## config.mk

```make
export PLATFORM = sky130hd
export DESIGN_NAME = multicycle_control
export DESIGN_NICKNAME = d
export VERILOG_FILES = /design/src/rtl/multicycle_control_pkg.sv /design/src/rtl/mc_output_decode.sv /design/src/rtl/multicycle_control.sv
export SDC_FILE = /design/constraint.sdc
export NUM_CORES = 1
export LEC_CHECK = 0
export BUFFER_PORTS_ARGS = -buffer_cell sky130_fd_sc_hd__buf_2
export CAP_MARGIN = 0
export CORE_MARGIN = 5
export CORE_UTILIZATION = 45
export CTS_BUF_LIST = sky130_fd_sc_hd__clkbuf_4 sky130_fd_sc_hd__clkbuf_8
export DETAILED_ROUTE_END_ITERATION = 12
export PLACE_DENSITY_LB_ADDON = 0.05
export RECOVER_POWER = 25
export SYNTH_ARGS = -nofsm -noshare
export SYNTH_HDL_FRONTEND = slang
export SYNTH_HIERARCHICAL = 1
export SYNTH_SLANG_ARGS = --single-unit
```

## constraint.sdc

```tcl
create_clock -name clk -period 6.67 [get_ports clk]
set_input_delay 1.334 -clock clk [delete_from_list [all_inputs] [get_ports clk]]
set_output_delay 1.334 -clock clk [all_outputs]
set_load 0.01 [all_outputs]
```

## src/rtl/multicycle_control_pkg.sv

```systemverilog
// multicycle_control_pkg: state codes, opcodes, mux encodings and control word shared by the multicycle control FSM
package multicycle_control_pkg;
  typedef enum logic [3:0] {
    S_FETCH     = 4'd0,
    S_DECODE    = 4'd1,
    S_MEM_ADDR  = 4'd2,
    S_MEM_READ  = 4'd3,
    S_MEM_WB    = 4'd4,
    S_MEM_WRITE = 4'd5,
    S_EXECUTE   = 4'd6,
    S_ALU_WB    = 4'd7,
    S_BRANCH    = 4'd8,
    S_JUMP      = 4'd9,
    S_ADDI_EXEC = 4'd10,
    S_ADDI_WB   = 4'd11
  } state_e;
  localparam logic [5:0] OP_RTYPE = 6'b000000;
  localparam logic [5:0] OP_LW    = 6'b100011;
  localparam logic [5:0] OP_SW    = 6'b101011;
  localparam logic [5:0] OP_BEQ   = 6'b000100;
  localparam logic [5:0] OP_J     = 6'b000010;
  localparam logic [5:0] OP_ADDI  = 6'b001000;
  localparam logic [1:0] ALUB_REG    = 2'b00;
  localparam logic [1:0] ALUB_FOUR   = 2'b01;
  localparam logic [1:0] ALUB_IMM    = 2'b10;
  localparam logic [1:0] ALUB_IMM_SH = 2'b11;
  localparam logic [1:0] ALUOP_ADD   = 2'b00;
  localparam logic [1:0] ALUOP_SUB   = 2'b01;
  localparam logic [1:0] ALUOP_FUNCT = 2'b10;
  localparam logic [1:0] PCS_ALU     = 2'b00;
  localparam logic [1:0] PCS_ALUOUT  = 2'b01;
  localparam logic [1:0] PCS_JUMP    = 2'b10;
  typedef struct packed {
    logic       pc_write;
    logic       pc_write_cond;
    logic       i_or_d;
    logic       mem_read;
    logic       mem_write;
    logic       ir_write;
    logic       mem_to_reg;
    logic       reg_dst;
    logic       reg_write;
    logic       alu_src_a;
    logic [1:0] alu_src_b;
    logic [1:0] alu_op;
    logic [1:0] pc_source;
  } ctrl_t;
endpackage

```

## src/rtl/mc_output_decode.sv

```systemverilog
// mc_output_decode: state to control word decoder; state_i, mem_ready_i (FETCH strobe gating) in, ctrl_o out
module mc_output_decode
  import multicycle_control_pkg::*;
(
  input  state_e state_i,
  input  logic   mem_ready_i,
  output ctrl_t  ctrl_o
);
  always_comb begin
    ctrl_o = '0;
    case (state_i)
      S_FETCH: begin
        ctrl_o.mem_read  = 1'b1;
        ctrl_o.ir_write  = mem_ready_i;
        ctrl_o.pc_write  = mem_ready_i;
        ctrl_o.alu_src_b = ALUB_FOUR;
        ctrl_o.alu_op    = ALUOP_ADD;
        ctrl_o.pc_source = PCS_ALU;
      end
      S_DECODE: ctrl_o.alu_src_b = ALUB_IMM_SH;
      S_MEM_ADDR, S_ADDI_EXEC: begin
        ctrl_o.alu_src_a = 1'b1;
        ctrl_o.alu_src_b = ALUB_IMM;
      end
      S_MEM_READ: begin
        ctrl_o.mem_read = 1'b1;
        ctrl_o.i_or_d   = 1'b1;
      end
      S_MEM_WRITE: begin
        ctrl_o.mem_write = 1'b1;
        ctrl_o.i_or_d    = 1'b1;
      end
      S_MEM_WB: begin
        ctrl_o.reg_write  = 1'b1;
        ctrl_o.mem_to_reg = 1'b1;
      end
      S_EXECUTE: begin
        ctrl_o.alu_src_a = 1'b1;
        ctrl_o.alu_src_b = ALUB_REG;
        ctrl_o.alu_op    = ALUOP_FUNCT;
      end
      S_ALU_WB: begin
        ctrl_o.reg_write = 1'b1;
        ctrl_o.reg_dst   = 1'b1;
      end
      S_BRANCH: begin
        ctrl_o.alu_src_a     = 1'b1;
        ctrl_o.alu_op        = ALUOP_SUB;
        ctrl_o.pc_write_cond = 1'b1;
        ctrl_o.pc_source     = PCS_ALUOUT;
      end
      S_JUMP: begin
        ctrl_o.pc_write  = 1'b1;
        ctrl_o.pc_source = PCS_JUMP;
      end
      S_ADDI_WB: ctrl_o.reg_write = 1'b1;
      default: ctrl_o = '0;
    endcase
  end
endmodule

```

## src/rtl/multicycle_control.sv

```systemverilog
// multicycle_control: multicycle MIPS control FSM; clk, rst (async low), instr_op, mem_ready in; datapath strobes, state_out, instr_count, illegal_op out
module multicycle_control
  import multicycle_control_pkg::*;
#(
  parameter int WORD_SIZE = 32
) (
  input  logic                 clk,
  input  logic                 rst,
  input  logic [5:0]           instr_op,
  input  logic                 mem_ready,
  output logic                 pc_write,
  output logic                 pc_write_cond,
  output logic                 i_or_d,
  output logic                 mem_read,
  output logic                 mem_write,
  output logic                 ir_write,
  output logic                 mem_to_reg,
  output logic                 reg_dst,
  output logic                 reg_write,
  output logic                 alu_src_a,
  output logic [1:0]           alu_src_b,
  output logic [1:0]           alu_op,
  output logic [1:0]           pc_source,
  output logic [3:0]           state_out,
  output logic [WORD_SIZE-1:0] instr_count,
  output logic                 illegal_op
);
  state_e               state_q, state_d;
  logic [WORD_SIZE-1:0] count_q, count_d;
  logic                 illegal_q, illegal_d;
  logic                 retire;
  ctrl_t                cw;
  always_ff @(posedge clk or negedge rst)
    if (!rst) begin
      state_q   <= S_FETCH;
      count_q   <= '0;
      illegal_q <= 1'b0;
    end else begin
      state_q   <= state_d;
      count_q   <= count_d;
      illegal_q <= illegal_d;
    end
  always_comb begin
    state_d   = S_FETCH;
    illegal_d = illegal_q;
    case (state_q)
      S_FETCH:     state_d = mem_ready ? S_DECODE : S_FETCH;
      S_DECODE:
        case (instr_op)
          OP_LW, OP_SW: state_d = S_MEM_ADDR;
          OP_RTYPE:     state_d = S_EXECUTE;
          OP_BEQ:       state_d = S_BRANCH;
          OP_J:         state_d = S_JUMP;
          OP_ADDI:      state_d = S_ADDI_EXEC;
          default:      illegal_d = 1'b1;
        endcase
      S_MEM_ADDR:  state_d = instr_op == OP_SW ? S_MEM_WRITE : instr_op == OP_LW ? S_MEM_READ : S_FETCH;
      S_MEM_READ:  state_d = mem_ready ? S_MEM_WB : S_MEM_READ;
      S_MEM_WRITE: state_d = mem_ready ? S_FETCH : S_MEM_WRITE;
      S_EXECUTE:   state_d = S_ALU_WB;
      S_ADDI_EXEC: state_d = S_ADDI_WB;
      default:     state_d = S_FETCH;
    endcase
  end
  assign retire  = state_q inside {S_MEM_WB, S_ALU_WB, S_ADDI_WB, S_BRANCH, S_JUMP} ||
                   (state_q == S_MEM_WRITE && mem_ready);
  assign count_d = count_q + WORD_SIZE'(retire);
  mc_output_decode u_dec (
    .state_i    (state_q),
    .mem_ready_i(mem_ready),
    .ctrl_o     (cw)
  );
  always_comb begin
    pc_write      = cw.pc_write;
    pc_write_cond = cw.pc_write_cond;
    i_or_d        = cw.i_or_d;
    mem_read      = cw.mem_read;
    mem_write     = cw.mem_write;
    ir_write      = cw.ir_write;
    mem_to_reg    = cw.mem_to_reg;
    reg_dst       = cw.reg_dst;
    reg_write     = cw.reg_write;
    alu_src_a     = cw.alu_src_a;
    alu_src_b     = cw.alu_src_b;
    alu_op        = cw.alu_op;
    pc_source     = cw.pc_source;
    state_out     = state_q;
    instr_count   = count_q;
    illegal_op    = illegal_q;
  end
endmodule

```

### After elaboration in Yosys (flattened, before gate mapping)

Cells that the tools add are included.
Widths: inputs -> output; s select.

| word-level totals | value |
|---|---|
| memory bits (read-only) | 0 |
| memories | 0 |
| memory bits (writable) | 0 |
| input port bits | 9 |
| logic and storage cells | 54 |
| bits in registers | 37 |
| latch bits | 0 |

| operators by class | value |
|---|---|
| eq/ne operators | 16 |
| bitwise gates (word level) | 1 |
| div/mod/pow operators | 0 |
| multiplexer cells | 20 |
| $add $sub $neg | 1 |
| reductions and logical operators | 13 |
| multiply operators | 0 |
| shifts and indexed selects | 0 |
| magnitude comparators | 0 |

Operator list:

| kind | number |
|---|---|
| $add 32x1->32 | 1 |
| $pmux 4 s7 | 1 |
| $pmux 4 s5 | 1 |
| $eq 4x3->1 const B | 4 |
| $eq 4x4->1 const B | 4 |
| $eq 6x6->1 const B | 2 |
| $mux 1 | 10 |
| $mux 3 | 3 |
| $eq 4x2->1 const B | 2 |
| $pmux 2 s2 | 2 |
| $reduce_or 2->1 | 4 |
| $eq 6x2->1 const B | 1 |
| $eq 6x3->1 const B | 1 |
| $eq 6x4->1 const B | 1 |
| $logic_not 6->1 | 1 |
| $pmux 2 s3 | 1 |
| $reduce_or 6->1 | 1 |
| $reduce_bool 5->1 | 1 |
| $eq 4x1->1 const B | 1 |
| $logic_not 4->1 | 1 |
| $reduce_or 4->1 | 1 |
| $reduce_or 3->1 | 1 |
| $mux 2 | 1 |
| $pmux 1 s2 | 1 |
| 4 further kinds | 4 |

### Logic depth before layout (Yosys ltp)

Gate-level depths: netlist (run 1).

| logic depth | value |
|---|---|
| word-level depth | 4 |
| depth in mapped cells | 10 |

### By module

The synthesis (run 1) kept the hierarchy.

By module, submodules not included:

| module | times used | area each (sq um) | seq. area each (sq um) | cells an instance |
|---|---|---|---|---|
| multicycle_control | 1 | 1888.1 | 925.9 | 177 |
| mc_output_decode | 1 | 200.2 | 0.0 | 32 |

### Worst setup path after synthesis (run 1)

No wires, ideal clock.

| timing | value |
|---|---|
| path type | input to output |
| start point | input port mem_ready |
| end point | output port pc_write |
| stages on the path | 2 |
| data arrival time | 1.931 ns |
| slack | 3.405 ns |
| data required time | 5.336 ns |
| cell sequence | or3b_1 -> a211oi_2 |

| between the ends | value |
|---|---|
| word-level cells in the longest chain between the ends | 1 |

RTL lines:

| element | RTL line | text |
|---|---|---|
| from (decl) | multicycle_control.sv:10 | `input logic mem_ready,` |
| $pmux 1 s2 | mc_output_decode.sv:11 | `case (state_i)` |
| to (decl) | multicycle_control.sv:11 | `output logic pc_write,` |

No other way between the ends.

### Worst setup path in the final report (run 1)

Same ends and word-level chain as after synthesis.

==> metrics.yaml, run 1 <==
run_status:
  outcome: "complete, but fails checks"
  violations: "capacitance limit, slew limit"
power:
  pwr-share-clk: 0.308
  sequentialPowerShare: 0.502
  cellPowerDensity_mw_per_mm2: 219
  p_leak_uw: 0.00127
  power.internal_uw: 382
  p_comb_frac: 0.190
  p_sw_uw: 161
  vdd.ir_drop.worst_mv: 0.131
  switching_share: 0.297
timing:
  fin_crit_ps: 3510
  finalCritPeriodShare: 0.526
  setup_violations: 0
  rsz0062_at_grt: "no"
  fin_tns_setup_ps: 0
  slew_violations: 38
  tightest_slew_ps: 1940
  hold_violations: 0
  max_freq_mhz: 285
  fin_skew_ps: 8.11
  relSlewSlack: -0.294
clock_tree:
  cts_tree: "built"
  clk_latency_ps: 280
  cts_setup_buffers: 0
  cts_buffers: 5
  clkSinkCount: 37
  hold_buffers: 0
  htreeDepth: 2
  cts_root_buf: "clkbuf_8"
  clock_path_buffers: 2
  post_cts_resized: 0
  clkTransAtPathRegs_ps: 70
setup_path:
  rrSetupSlack_ps: 3760
  crit_fanout: 8
  start_kind: "input port"
  critical_path_class: "in2out"
  worstPathArrival_ps: 2180
  worstPathRequired_ps: 5340
  critPathCaptureType: "primary output"
synthesis:
  yosysSeqAreaShare: 0.443
  netlist_instances: 209
  synth-edff-count: 0
  async_reset_ff_frac: 1.00
  synthesis.nets: 221
  synth_area_per_cell_um2: 9.99
  syn_area_mm2: 0.00209
  ys_warn_count: 6
  synth_cell_type_count: 43
  synth_ff_type: "dfrtp_1"
  ys_seq_elements: 37
min_path:
  hold_path.class: "reg2reg"
global_routing:
  grt_usage: 0.147
  grt_pass1_vias: 1559
  antenna_found_initial: 0
  grt_pass1_wl_mm: 7.50
  overflow: 0
  grt_start_max_net_pins: 38
floorplan:
  rows: 24
  ios: 62
  die_y_um: 78.1
  die_area_mm2: 0.00610
  start_util: 0.473
  die_x_um: 78.1
  fp.coreArea_mm2: 0.00441
placed_design:
  routabilityCongestion: 0.734
  dp_hpwl_mm: 3.05
  numPortBuffers: 61
detailed_routing:
  wl_per_cell_um: 13.5
  routed_wl_mm: 4.30
  drt_iter0_drc: 115
  dr.pass1.iters: 4
  vias_per_cell: 5.23
  num_vias: 1662
  route.detailed.drc: 0
  ant_nets: 0
final_layout:
  syn_to_final_growth_pct: 19.1
  drive_above_1_share: 0.305
  post-route-util: 0.563
  diodes: 0
  finalNetCount: 277
run:
  cap_viol_max_count: 1
layer usage:
| metal | GRT usage | vias to the layer above | part of all wire |
|---|---|---|---|
| met3 | 0.0412 | 4 | 0.078 |
| li1 | - | 847 | - |
| met5 | 0 | - | 0 |
| met2 | 0.200 | 49 | 0.41 |
| met4 | 0.0456 | 0 | 0.0081 |
| met1 | 0.223 | 762 | 0.51 |
stage by stage:
step	power [µW]	hold WS [ps]	area (µm²)	worst slack, ps	instances
CTS	552	483	2490	3150	318
global placement	382	463	2390	3170	310
global route	577	516	2490	3130	318
floorplan	339	504	2090	3410	209
finish	543	480	2490	3160	318
detailed placement	382	455	2390	3090	310
cell usage after synthesis, types with 3 or more instances:
library cell / number / area, µm²
dfrtp_1: 37 / 926
and2_1: 3 / 18.8
and3_1: 4 / 25.0
inv_1: 6 / 22.5
nand3_1: 8 / 40.0
clkbuf_1: 4 / 15.0
nor3_1: 13 / 65.1
buf_2: 4 / 20.0
nand4_1: 5 / 31.3
nor4_1: 4 / 25.0
xnor2_1: 14 / 123
xor2_1: 20 / 175
ha_1: 3 / 37.5
nor2_1: 14 / 52.6
and4_1: 4 / 35.0
o21ai_0: 5 / 25.0
nand2b_1: 5 / 31.3
nor4_2: 5 / 62.6
nand2_1: 14 / 52.6
a21oi_1: 6 / 30.0
cell type report:
class | instances | area, µm²
inverter | 6 | 22.5
clock buffer | 7 | 96.3
sequential | 37 | 926
clock inverter | 1 | 5.00
fill | 398 | 1930
tap | 52 | 65.1
multi-input combinational | 154 | 1070
timing repair buffer | 61 | 304
kinds of logic (layout without fill, tap and decap cells):
kind of cell,count (synthesis),in the layout,share of synthesized area
flops,37,37,0.443
buf+inv,18,75,0.0455
xor+xnor,34,34,0.143
fa+ha+maj,3,3,0.0180
simple gates,98,98,0.293
compound gates,19,19,0.0575
flip-flops by register name, summed over array words and instances, names as in the netlist:
register,count
instr_count,32
state_out,4
illegal_op,1
cells in the final DEF (no fill, tap or decap), drive strengths merged, types with 2 or more instances in the layout:
master  synthesis  routed
ha              3       3
o21ai           5       5
dfrtp          37      37
clkbuf          4       8
xnor2          14      14
a211oi          2       2
a21oi           6       6
and4            4       4
nor3           15      15
nor2           14      14
nand2          14      14
nor3b           2       2
nand4           6       6
nand2b          5       5
and2            3       3
inv             6       6
nand3           9       9
or3b            3       3
and3            4       4
o211ai          2       2
nor4b           2       2
xor2           20      20
nor4            9       9
nor2b           2       2
buf             8      60
power by group through the flow:
| stage | clock, µW | sequential [µW] | combinational [µW] |
|---|---|---|---|
| 6_report | 167 | 273 | 103 |
| 5_1_grt | 183 | 277 | 116 |
| 4_1_cts | 174 | 273 | 105 |
| 3_5_place_dp | 0 | 277 | 105 |
| 3_3_place_gp | 0 | 277 | 105 |
| 2_1_floorplan | 0 | 264 | 75.1 |
critical path, cell delays in order:
cell      delay (ps)
buf_2            140
or3b_1           370
a211oi_2         170
buf_2            160
final timing paths:
kind                            depth (start not counted)              end       startpoint
worst min register to register                          1  instr_count[31]  instr_count[31]
worst min-delay path                                    1  instr_count[31]  instr_count[31]
max in group asynchronous                               1   instr_count[6]              rst
min in group asynchronous                               1  instr_count[18]              rst
worst max register to register                          9  instr_count[18]     state_out[1]
worst max-delay path                                    4         pc_write        mem_ready
(Power assumes the default switching activity.)
==> inputs of run 2 (changes only) <==
==> constraint.sdc (replaced) <==
create_clock -name clk -period 3.44 [get_ports clk]
set_input_delay 0.688 -clock clk [delete_from_list [all_inputs] [get_ports clk]]
set_output_delay 0.688 -clock clk [all_outputs]
set_load 0.01 [all_outputs]
==> run 2 against run 1 <==
Against the previous run: utilization increased by 0.45 points; final cell count grew 1.3%; clock power is 87% higher; critical path type is now reg2reg; worst setup slack worse by 2400 ps; the run still ends with capacitance limit, slew limit left; worst hold slack worse by 11 ps; sequential share of layout area is 0.30 points lower; clock skew decreased by 4.8 ps; flip-flop and latch count unchanged; wire length increased by 3.2%.
==> metrics.yaml, run 2 (synthesis results as in run 1) <==
timing:
  hold_violations: 0  # unchanged
  max_freq_mhz: 368
  fin_skew_ps: 3.28  # was 8.11 ps
  fin_tns_setup_ps: 0  # unchanged
  rsz0062_at_grt: "no"  # unchanged
  fin_crit_ps: 2720
  finalCritPeriodShare: 0.790
  slew_violations: 38  # unchanged
  relSlewSlack: -0.314  # was -0.294
  tightest_slew_ps: 1970  # was 1940 ps
  setup_violations: 0  # unchanged
final_layout:
  instances_no_fill: 322  # was 318
  layout_commonest_cell: "buf_2"  # unchanged
  multiInputGateArea_mm2: 0.00107  # unchanged
  diodes: 0  # unchanged
  syn_to_final_growth_pct: 20.0  # was 19.1%
  layout_common_cells: "60 x buf_2, 37 x dfrtp_1, 20 x xor2_1"  # unchanged
  seqCellArea_um2: 926  # unchanged
  n_fill_cell: 417  # was 398
  largest_register_ffs: 32  # unchanged
  drive_above_1_share: 0.315  # was 0.305
  finalNetCount: 281  # was 277
global_routing:
  grt_usage: 0.151  # was 0.147
  grt_pass1_wl_mm: 7.65  # was 7.50 mm
  grt_start_max_net_pins: 38  # unchanged
  grt_pass1_vias: 1572  # was 1559
  antenna_found_initial: 0  # unchanged
  overflow: 0  # unchanged
placed_design:
  routabilityCongestion: 0.781  # was 0.734
  placedCellCount: 314  # was 310
  numPortBuffers: 61  # unchanged
  dp_hpwl_mm: 3.11  # was 3.05 mm
setup_path:
  worstPathArrival_ps: 2930  # was 2180 ps
  start_kind: "flip-flop"  # was input port
  rrSetupSlack_ps: 720  # was 3760 ps
  critical_path_class: "reg2reg"  # was in2out
  worstPathRequired_ps: 3660  # was 5340 ps
  critPathCaptureType: "flip-flop"  # was primary output
  r2r_cells: 10  # was 9
  crit_fanout: 16  # was 8
floorplan:
  ios: 62  # unchanged
  die_x_um: 78.1  # unchanged
  die_area_mm2: 0.00610  # unchanged
  fp.coreArea_mm2: 0.00441  # unchanged
  rows: 24  # unchanged
  start_util: 0.473  # unchanged
  die_y_um: 78.1  # unchanged
detailed_routing:
  vias_per_cell: 5.20  # was 5.23
  num_vias: 1674  # was 1662
  route.detailed.drc: 0  # unchanged
  wl_per_cell_um: 13.8  # was 13.5 µm
  routed_wl_mm: 4.44  # was 4.30 mm
  drt_iter0_drc: 90  # was 115
  ant_nets: 0  # unchanged
  dr.pass1.iters: 4  # unchanged
clock_tree:
  clkSinkCount: 37  # unchanged
  cts_root_buf: "clkbuf_8"  # unchanged
  cts_buffers: 5  # unchanged
  clkTransAtPathRegs_ps: 70  # about the same
  hold_buffers: 0  # unchanged
  cts_setup_buffers: 0  # unchanged
  htreeDepth: 2  # unchanged
  post_cts_resized: 0  # unchanged
  cts_tree: "built"  # unchanged
  clk_latency_ps: 290  # was 280 ps
  clock_path_buffers: 2  # unchanged
run_status:
  outcome: "complete, but fails checks"  # unchanged
  violations: "capacitance limit, slew limit"  # unchanged
power:
  vdd.ir_drop.worst_mv: 0.319  # was 0.131 mV
  cellPowerDensity_mw_per_mm2: 420  # was 219 mW/mm²
  p_leak_uw: 0.00129  # was 0.00127 µW
run:
  cap_viol_max_count: 1  # unchanged
min_path:
  holdPathStages: 1  # unchanged
  hold_path.class: "reg2reg"  # unchanged
## run 2: changes by cell type in the layout (fill, tap and decap cells not counted), sizes merged
cell    change
clkbuf      +1
clkinv      -1
buf         +4
## run 2: final timing paths
kind                                  from         endpoint
setup / recovery              state_out[1]  instr_count[18]
hold / removal             instr_count[31]  instr_count[31]
setup reg to reg              state_out[1]  instr_count[18]
hold reg to reg            instr_count[31]  instr_count[31]
max in group asynchronous              rst  instr_count[11]
min in group asynchronous              rst  instr_count[17]
## run 2: layout make-up
| type | count | share of cell area |
|---|---|---|
| clock buffers | 8 | 0.0364 |
| repair buffers | 65 | 0.133 |
| well taps | 52 | 0.0260 |
| inverters | 6 | 0.00899 |
| multi-input cells | 154 | 0.426 |
| flip-flops and latches | 37 | 0.369 |
## run 2: worst max-delay path, cell delays in order, from the launching register on
cell	delay, ps
dfrtp_1	410
buf_4	230
or3b_2	140
a21oi_1	60
a211oi_1	300
ha_1	220
ha_1	200
and4_1	300
nand4_2	310
nor3_1	320
xor2_1	160
## run 2: layer usage
| layer | up-vias | GRT usage | wire [µm] |
|---|---|---|---|
| li1 | 855 | - | - |
| met1 | 757 | 0.214 | 2170 |
| met2 | 55 | 0.220 | 1840 |
| met3 | 7 | 0.0458 | 366 |
| met4 | 0 | 0.0507 | 61 |
| met5 | - | 0 | 0 |
## run 2: power by group
part | switching, µW | internal (µW)
Clock | 145 | 168
Combinational | 138 | 110
Sequential | 32.2 | 461
Total | 315 | 738
## run 2: per-stage QoR
| step | setup WS, ps | hold slack (ps) | total power, µW | cell area [µm²] | utilization |
|---|---|---|---|---|---|
| floorplan | 928 | 392 | 657 | 2090 | - |
| global placement | 653 | 453 | 754 | 2420 | 0.547 |
| detailed placement | 523 | 461 | 752 | 2420 | 0.547 |
| CTS | 697 | 471 | 1070 | 2510 | 0.568 |
| global route | 506 | 489 | 1120 | 2510 | 0.568 |
| finish | 723 | 469 | 1050 | 2510 | 0.568 |
==> inputs of run 3 (changes only) <==
==> constraint.sdc (replaced) <==
create_clock -name clk -period 2.7 [get_ports clk]
set_input_delay 0.54 -clock clk [delete_from_list [all_inputs] [get_ports clk]]
set_output_delay 0.54 -clock clk [all_outputs]
set_load 0.01 [all_outputs]
==> run 3 against run 2 <==
Against the previous run: the flow still finishes with violations (capacitance limit, slew limit); via count rose by 2.2%; clock power is 20% higher; wire length decreased by 1.4%; power is 25% higher; sequential share of layout area down 0.35 points; flip-flop and latch count unchanged; fmax grew 12%; count of clock-buffer cells in the layout decreased by 2; largest cell class unchanged; largest power group unchanged.
==> metrics.yaml, run 3 (synthesis results as in run 1) <==
run_status:
  outcome: "complete, but fails checks"  # unchanged
  violations: "capacitance limit, slew limit"  # unchanged
clock_tree:
  clock_path_buffers: 2  # unchanged
  htreeDepth: 2  # unchanged
  cts_root_buf: "clkbuf_8"  # unchanged
  cts_buffers: 5  # unchanged
  hold_buffers: 0  # unchanged
  clkTransAtPathRegs_ps: 70  # about the same
  clkSinkCount: 37  # unchanged
  cts_tree: "built"  # unchanged
  post_cts_resized: 0  # unchanged
  cts_setup_buffers: 0  # unchanged
  clk_latency_ps: 280  # was 290 ps
power:
  cellPowerDensity_mw_per_mm2: 523  # was 420 mW/mm²
  power.internal_uw: 918  # was 738 µW
  vdd.ir_drop.worst_mv: 0.394  # was 0.319 mV
  p_comb_frac: 0.241  # was 0.236
  switching_share: 0.306  # was 0.299
  pwr-share-clk: 0.282  # was 0.296
  p_leak_uw: 0.00131  # was 0.00129 µW
  sequentialPowerShare: 0.477  # was 0.468
  p_sw_uw: 404  # was 315 µW
detailed_routing:
  dr.pass1.iters: 4  # unchanged
  route.detailed.drc: 0  # unchanged
  num_vias: 1710  # was 1674
  vias_per_cell: 5.28  # was 5.20
  drt_iter0_drc: 100  # was 90
  routed_wl_mm: 4.38  # was 4.44 mm
  wl_per_cell_um: 13.5  # was 13.8 µm
  ant_nets: 0  # unchanged
final_layout:
  layout_common_cells: "60 x buf_2, 37 x dfrtp_1, 20 x xor2_1"  # unchanged
  drive_above_1_share: 0.324  # was 0.315
  largest_register_ffs: 32  # unchanged
  diodes: 0  # unchanged
  syn_to_final_growth_pct: 21.2  # was 20.0%
  layout_commonest_cell: "buf_2"  # unchanged
  n_fill_cell: 403  # was 417
  fin_area_mm2: 0.00253  # was 0.00251 mm²
  post-route-util: 0.573  # was 0.568
  finalNetCount: 283  # was 281
floorplan:
  die_area_mm2: 0.00610  # unchanged
  ios: 62  # unchanged
  start_util: 0.473  # unchanged
  die_x_um: 78.1  # unchanged
  die_y_um: 78.1  # unchanged
  fp.coreArea_mm2: 0.00441  # unchanged
  rows: 24  # unchanged
placed_design:
  placedInstanceArea_mm2: 0.00243  # was 0.00242 mm²
  dp_hpwl_mm: 3.19  # was 3.11 mm
  routabilityCongestion: 0.736  # was 0.781
  numPortBuffers: 61  # unchanged
global_routing:
  grt_pass1_wl_mm: 7.57  # was 7.65 mm
  grt_usage: 0.148  # was 0.151
  grt_start_max_net_pins: 38  # unchanged
  overflow: 0  # unchanged
  antenna_found_initial: 0  # unchanged
  grt_pass1_vias: 1567  # was 1572
setup_path:
  regToRegEndpoint: "instr_count[22]"  # was instr_count[18]
  cpMaxStageDelayCell: "dfrtp_1"  # unchanged
  crit_fanout: 9  # was 16
  path_cells: "or3b_2, a21oi_1, a211oi_1, ha_1, ha_1, and4_1, nand4_4, nor3_1, xor2_1"  # was buf_4, or3b_2, a21oi_1, a211oi_1, ha_1, ha_1, and4_1, nand4_2, nor3_1, xor2_1
  max_stage_delay_ps: 410  # about the same
  start_kind: "flip-flop"  # unchanged
  worstPathArrival_ps: 2620  # was 2930 ps
  timing.rr.start: "state_out[0]"  # was state_out[1]
  cpMostUsedCell: "ha_1"  # unchanged
  critical_path_class: "reg2reg"  # unchanged
  r2r_cells: 9  # was 10
  critPathCaptureType: "flip-flop"  # unchanged
  rrSetupSlack_ps: 280  # was 720 ps
  worstPathRequired_ps: 2900  # was 3660 ps
timing:
  rsz0062_at_grt: "no"  # unchanged
  slew_violations: 38  # unchanged
  fin_crit_ps: 2420  # was 2720 ps
  fin_skew_ps: 9.22  # was 3.28 ps
  max_freq_mhz: 413  # was 368 MHz
  hold_violations: 0  # unchanged
  setup_violations: 0  # unchanged
  finalCritPeriodShare: 0.897  # was 0.790
  relSlewSlack: -0.287  # was -0.314
  tightest_slew_ps: 1930  # was 1970 ps
min_path:
  min_to: "illegal_op"  # was instr_count[31]
  hold_path.class: "reg2reg"  # unchanged
  min-delay-start: "illegal_op"  # was instr_count[31]
  holdPathStages: 1  # unchanged
run:
  cap_viol_max_count: 1  # unchanged
==> run 3: critical path: cells and delay by family (launching register included) <==
kind                     cells  cell delay (ps)
adder cells (fa/ha/maj)      2              420
AO/OA/AOI/OAI                2              360
flip-flops                   1              410
AND/OR/NAND/NOR              4              980
XOR/XNOR                     1              180
==> run 3: routing by layer <==
metal | vias to the layer above | GRT usage | routed length, µm
met5 | - | 0 | 0
met3 | 2 | 0.0538 | 415
met1 | 792 | 0.222 | 2190
met4 | 0 | 0.0304 | 10
li1 | 857 | - | -
met2 | 59 | 0.205 | 1760
==> run 3: per-stage QoR <==
stage | hold slack, ps | TNS (ps) | total power (µW) | std cells | setup slack [ps]
floorplan | 244 | 0 | 837 | 209 | 188
finish | 471 | 0 | 1320 | 324 | 279
global placement | 458 | 0 | 962 | 316 | 105
global route | 497 | 0 | 1410 | 324 | 37.2
detailed placement | 463 | -13.1 | 965 | 316 | -13.1
CTS | 369 | 0 | 1340 | 324 | 111
==> run 3: worst max path at each step <==
stage	start	to	slack [ps]	cells after the start
after floorplan	state_out[0]	instr_count[18]	190	10
after global placement	mem_ready	instr_count[18]	100	10
after detailed placement	mem_ready	instr_count[18]	-10	10
after CTS	state_out[0]	instr_count[18]	110	9
after global routing	state_out[0]	instr_count[22]	40	9
final	state_out[0]	instr_count[22]	280	9
==> run 3: final cells by class <==
| type | instances | area [µm²] | area share |
|---|---|---|---|
| tap | 52 | 65.1 | 0.0257 |
| multi-input combinational | 154 | 1080 | 0.427 |
| clock inverter | 2 | 10.0 | 0.00396 |
| timing repair buffer | 67 | 349 | 0.138 |
| clock buffer | 6 | 76.3 | 0.0302 |
| inverter | 6 | 22.5 | 0.00890 |
| sequential | 37 | 926 | 0.366 |
==> run 3: power groups by stage <==
stage | Sequential [µW] | Combinational (µW) | Clock, µW
2_1_floorplan | 651 | 186 | 0
3_3_place_gp | 640 | 322 | 0
3_5_place_dp | 643 | 322 | 0
4_1_cts | 633 | 323 | 387
5_1_grt | 641 | 355 | 414
6_report | 630 | 319 | 373
